--- config.mk ---
export PLATFORM = sky130hd
export DESIGN_NAME = bus_control_sequencer
export DESIGN_NICKNAME = d
export VERILOG_FILES = /design/src/rtl/bus_control_sequencer.sv
export SDC_FILE = /design/constraint.sdc
export NUM_CORES = 1
export LEC_CHECK = 0
export BUFFER_PORTS_ARGS = -buffer_cell sky130_fd_sc_hd__buf_2
export CAP_MARGIN = 0
export CORE_MARGIN = 5
export CORE_UTILIZATION = 53
export DETAILED_ROUTE_END_ITERATION = 10
export GPL_ROUTABILITY_DRIVEN = 0
export PLACE_DENSITY = 0.81
export SETUP_SLACK_MARGIN = 0.3
export SKIP_LAST_GASP = 1
export SYNTH_ARGS = -nofsm -noshare
export SYNTH_HDL_FRONTEND = slang
export SYNTH_SLANG_ARGS = --single-unit
--- constraint.sdc ---
create_clock -name clk -period 4.45 [get_ports clk]
set_clock_uncertainty 0.2 [all_clocks]
set_input_delay 0.445 -clock clk [delete_from_list [all_inputs] [get_ports clk]]
set_output_delay 0.445 -clock clk [all_outputs]
set_load 0.005 [all_outputs]
--- src/rtl/bus_control_sequencer.sv ---
// Microcoded bus control sequencer for the 8-bit computer.
// Each T-state issues one source->destination bus transfer (or none),
// steps fetch/execute states from the current opcode, and counts retired
// instructions. Bus controls are decoded combinationally from state, opcode and run.
module bus_control_sequencer #(
  parameter int unsigned OPCODE_W = 4,
  parameter int unsigned SEL_W    = 4,
  parameter int unsigned CNT_W    = 8
) (
  input  logic                clk,
  input  logic                rst_n,
  input  logic                run,
  input  logic [OPCODE_W-1:0] opcode,
  output logic [SEL_W-1:0]    src_sel,
  output logic                src_en,
  output logic [SEL_W-1:0]    dst_sel,
  output logic                dst_en,
  output logic                pc_inc,
  output logic                alu_sub,
  output logic                halted,
  output logic [2:0]          t_state,
  output logic [CNT_W-1:0]    instr_count
);

  typedef enum logic [2:0] {
    ST_FETCH0 = 3'd0,
    ST_FETCH1 = 3'd1,
    ST_EXEC0  = 3'd2,
    ST_EXEC1  = 3'd3,
    ST_EXEC2  = 3'd4,
    ST_HALT   = 3'd5
  } state_t;

  // Bus source IDs
  localparam logic [SEL_W-1:0] SRC_PC  = SEL_W'(0);
  localparam logic [SEL_W-1:0] SRC_RAM = SEL_W'(1);
  localparam logic [SEL_W-1:0] SRC_IR  = SEL_W'(2);
  localparam logic [SEL_W-1:0] SRC_A   = SEL_W'(3);
  localparam logic [SEL_W-1:0] SRC_ALU = SEL_W'(4);

  // Bus destination IDs
  localparam logic [SEL_W-1:0] DST_MAR = SEL_W'(0);
  localparam logic [SEL_W-1:0] DST_IR  = SEL_W'(1);
  localparam logic [SEL_W-1:0] DST_A   = SEL_W'(2);
  localparam logic [SEL_W-1:0] DST_B   = SEL_W'(3);
  localparam logic [SEL_W-1:0] DST_RAM = SEL_W'(4);
  localparam logic [SEL_W-1:0] DST_OUT = SEL_W'(5);
  localparam logic [SEL_W-1:0] DST_PC  = SEL_W'(6);

  // Opcodes
  localparam logic [OPCODE_W-1:0] OP_LDA = OPCODE_W'(1);
  localparam logic [OPCODE_W-1:0] OP_ADD = OPCODE_W'(2);
  localparam logic [OPCODE_W-1:0] OP_SUB = OPCODE_W'(3);
  localparam logic [OPCODE_W-1:0] OP_STA = OPCODE_W'(4);
  localparam logic [OPCODE_W-1:0] OP_LDI = OPCODE_W'(5);
  localparam logic [OPCODE_W-1:0] OP_JMP = OPCODE_W'(6);
  localparam logic [OPCODE_W-1:0] OP_OUT = OPCODE_W'(14);
  localparam logic [OPCODE_W-1:0] OP_HLT = OPCODE_W'(15);

  state_t             r_state;
  logic [CNT_W-1:0]   r_count;

  logic [SEL_W-1:0]   w_src;
  logic [SEL_W-1:0]   w_dst;
  logic               w_xfer;
  logic               w_pc_inc;
  logic               w_alu_sub;
  logic               w_last;
  logic               w_to_halt;
  logic               w_active;

  // Microcode ROM: transfer, strobes and step termination for the current T-state
  always_comb begin
    w_src     = '0;
    w_dst     = '0;
    w_xfer    = 1'b0;
    w_pc_inc  = 1'b0;
    w_alu_sub = 1'b0;
    w_last    = 1'b0;
    w_to_halt = 1'b0;
    case (r_state)
      ST_FETCH0: begin
        w_xfer = 1'b1; w_src = SRC_PC; w_dst = DST_MAR;
      end
      ST_FETCH1: begin
        w_xfer = 1'b1; w_src = SRC_RAM; w_dst = DST_IR; w_pc_inc = 1'b1;
      end
      ST_EXEC0: begin
        case (opcode)
          OP_LDA, OP_ADD, OP_SUB, OP_STA: begin
            w_xfer = 1'b1; w_src = SRC_IR; w_dst = DST_MAR;
          end
          OP_LDI: begin
            w_xfer = 1'b1; w_src = SRC_IR; w_dst = DST_A; w_last = 1'b1;
          end
          OP_JMP: begin
            w_xfer = 1'b1; w_src = SRC_IR; w_dst = DST_PC; w_last = 1'b1;
          end
          OP_OUT: begin
            w_xfer = 1'b1; w_src = SRC_A; w_dst = DST_OUT; w_last = 1'b1;
          end
          OP_HLT:  w_to_halt = 1'b1;
          default: w_last    = 1'b1;
        endcase
      end
      ST_EXEC1: begin
        case (opcode)
          OP_LDA: begin
            w_xfer = 1'b1; w_src = SRC_RAM; w_dst = DST_A; w_last = 1'b1;
          end
          OP_ADD, OP_SUB: begin
            w_xfer = 1'b1; w_src = SRC_RAM; w_dst = DST_B;
          end
          OP_STA: begin
            w_xfer = 1'b1; w_src = SRC_A; w_dst = DST_RAM; w_last = 1'b1;
          end
          default: w_last = 1'b1;
        endcase
      end
      ST_EXEC2: begin
        w_last = 1'b1;
        if (opcode == OP_ADD || opcode == OP_SUB) begin
          w_xfer    = 1'b1;
          w_src     = SRC_ALU;
          w_dst     = DST_A;
          w_alu_sub = (opcode == OP_SUB);
        end
      end
      default: ;
    endcase
  end

  // Bus controls are only driven while stepping and not halted
  assign w_active = run && (r_state != ST_HALT);

  assign src_en      = w_active & w_xfer;
  assign dst_en      = w_active & w_xfer;
  assign src_sel     = (w_active && w_xfer) ? w_src : '0;
  assign dst_sel     = (w_active && w_xfer) ? w_dst : '0;
  assign pc_inc      = w_active & w_pc_inc;
  assign alu_sub     = w_active & w_alu_sub;
  assign halted      = (r_state == ST_HALT);
  assign t_state     = r_state;
  assign instr_count = r_count;

  // T-state sequencing and retired-instruction counter
  always_ff @(posedge clk or negedge rst_n) begin
    if (!rst_n) begin
      r_state <= ST_FETCH0;
      r_count <= '0;
    end else if (run) begin
      case (r_state)
        ST_FETCH0: r_state <= ST_FETCH1;
        ST_FETCH1: r_state <= ST_EXEC0;
        ST_EXEC0, ST_EXEC1, ST_EXEC2: begin
          if (w_to_halt) begin
            r_state <= ST_HALT;
            r_count <= r_count + CNT_W'(1);
          end else if (w_last) begin
            r_state <= ST_FETCH0;
            r_count <= r_count + CNT_W'(1);
          end else if (r_state == ST_EXEC0) begin
            r_state <= ST_EXEC1;
          end else begin
            r_state <= ST_EXEC2;
          end
        end
        default: r_state <= ST_HALT;
      endcase
    end
  end

endmodule

==> flow_summary.ini <==
[sta]
rsz0062_at_grt = false
timing.final.crit_share_pct = 61.6
finalSetupViolCount = 0
period_minus_slack_ns = 2.74
hold_violations = 0
setup_tns_ns = 0
slew_viol_final = 0
max_clock_freq_ghz = 0.365
worst_pin_slew_ns = 0.525
relSlewSlack_pct = 64.8

[floorplanning]
std_cell_rows = 15
ios = 31
initial_utilization_pct = 55.2
core_sq_mm = 0.00171
fp.dieH_um = 52.2
fp.dieW_um = 52.2
fp.dieArea_sq_mm = 0.00272

[global_route]
grt_overflow = 0
first_global_vias = 789
grt_pass1_wl_um = 3430
grt_max_degree = 17
grt_use_total_pct = 16.7
antenna_found_initial = 0

[synthesis]
synth_area_leaders = dfrtp_1 (29%), xor2_1 (6.5%), a21oi_1 (4.8%)
synth_area_per_cell_sq_um = 8.97
synth.distinct_cells = 46
synth_most_common_cell = dfrtp_1
async_reset_ff_share_pct = 100
synth_area_sq_um = 942
ys_seq_elements = 11
synth_edf_count = 0
synth_commonest_cells = dfrtp_1 (11), a21oi_1 (9), nand2_1 (7), nor2_1 (7), xor2_1 (7)
synth_ff_type = dfrtp_1
ys_warn_count = 0
ys_seq_area_share_pct = 29.2
synth_top_area_share_pct = 29.2
yosys.area.top_type = dfrtp_1
synthCells = 105

[clocking]
numCtsBuffers = 3
cts_root_buf = clkbuf_4
tritoncts = built
clk_pin_slew_worst_paths_ns = 0.06
clock_latency_ns = 0.26
h-tree-depth = 1
ctsLongestPathBuffers = 2
clock-sinks = 11
post_cts_resized = 0
post_cts_buffers = 0

[critical_path]
cp-startpoint = t_state[1]$_DFFE_PN0P_
r2r-start = t_state[1]$_DFFE_PN0P_
r2r_setup_slack_ns = 2.59
path_class = reg -> out
critPathArrivalTime_ns = 2.09
worstReg2RegEnd = instr_count[1]$_DFFE_PN0P_
startpoint_type = flip-flop
crit_fanout = 16
ff2ff_path_depth = 4
end_kind = output pin
required_ns = 3.81

[cells_and_area]
num_antenna_cells = 0
multi_input_area_sq_um = 591
nets = 138
n_fill_cell = 152
final_cell_count_no_fill = 154
post-route-cell-area_sq_mm = 0.00108
seqCellArea_sq_um = 275
drive_gt1_share_pct = 34.1
area_delta_synth_final_pct = 15.1

[route]
ant_nets = 0
dr.first_iter.drc_count = 7
wl_um = 2030
dr.pass1.iters = 4
drc = 0
vias_per_cell = 5.64
vias = 869
routedWlPerCell_um = 13.2

[flow_run]
drv_cap = 0

[worst_hold_path]
hold_start = instr_count[7]$_DFFE_PN0P_
worstHoldEndpoint = instr_count[7]$_DFFE_PN0P_
holdPathStages = 1
hold_path_class = reg -> reg

[placement]
numPortBuffers = 28
dp_cells = 149
dp_hpwl_um = 1520
placed_area_sq_mm = 0.00105

[pwr]
p_leak_nw = 0.529
ir_drop_v = 0.000281
power_density_mw_per_mm2 = 496

[status]
status = finished clean
-- cell families (layout without fill, tap and decap cells) --
kind of cell | Yosys count | in the layout | share of synthesized area, %
AO/OA/AOI/OAI | 31 | 31 | 24.6
XOR/XNOR | 8 | 8 | 7.44
adder cells (fa/ha/maj) | 1 | 1 | 1.33
buffers and inverters | 13 | 36 | 8.50
flip-flops | 11 | 11 | 29.2
multiplexers | 1 | 1 | 1.59
other | 1 | 2 | 0.398
AND/OR/NAND/NOR | 39 | 39 | 27.0
-- sequential cells by signal, summed over array words and instances, names as in the netlist --
signal       count
instr_count      8
t_state          3
-- worst max-delay path, cell delays in order (launching register included) --
cell      delay, ns
dfrtp_1        0.61
or3b_1         0.45
a311oi_2       0.25
a211oi_1       0.19
a21oi_1        0.20
buf_2          0.14
-- through the flow --
| stage | util (%) | power, W | hold WS (ns) | setup WS [ns] |
|---|---|---|---|---|
| after CTS | 63.5 | 0.000541 | 0.270 | 1.71 |
| after global routing | 63.5 | 0.000584 | 0.294 | 1.57 |
| after global placement | 61.4 | 0.000464 | 0.122 | 2.03 |
| after floorplan | - | 0.000389 | -0.0506 | 2.11 |
| final | 63.5 | 0.000538 | 0.267 | 1.71 |
| after detailed placement | 61.4 | 0.000473 | 0.129 | 1.96 |
-- cell type report --
class | instances | area share [%]
sequential | 11 | 25.4
timing repair buffer | 29 | 13.8
tap | 25 | 2.88
clock buffer | 4 | 2.42
inverter | 3 | 1.04
multi-input combinational | 82 | 54.4
-- routing by layer --
| layer | vias up | wire length [um] | global-route usage [%] |
|---|---|---|---|
| met2 | 23 | 1020 | 27.8 |
| met1 | 417 | 882 | 21.0 |
| met5 | - | 0 | 0 |
| li1 | 427 | - | - |
| met3 | 2 | 117 | 4.58 |
| met4 | 0 | 8 | 4.68 |
-- timing repair --
action / 4_1_cts / 5_1_grt
endpoints found under the setup margin: 0 / 0
hold endpoints to repair: 11 / 0
hold buffers: 1 / 0
-- where the power goes --
group          switching (W)  leakage (nW)  total (W)  internal [W]
logic               0.000128         0.372   0.000261      0.000133
clock network      0.0000316        0.0150  0.0000663     0.0000347
registers          0.0000761         0.142   0.000211      0.000134
total               0.000236         0.529   0.000538      0.000302
-- worst max path at each step --
stage	slack, ns	end	cells after the start
floorplan	2.11	src_en	6
global placement	2.03	src_en	6
detailed placement	1.96	dst_en	6
CTS	1.71	dst_en	5
global route	1.57	src_en	5
finish	1.71	dst_en	5
-- layout by cell type (no fill, tap or decap), types with 2 or more instances in the layout --
cell and instances:
or3b_1 2, o21a_1 5, xor2_1 7, o21ai_0 3, nand2_1 7, nor2_1 7, conb_1 2, inv_1 3
dfrtp_1 11, buf_2 28, a21oi_1 9, nor3_1 3, clkbuf_4 3, a211oi_1 2, and4bb_2 2, nand3_1 5
Power figures use the tool's default switching activity.
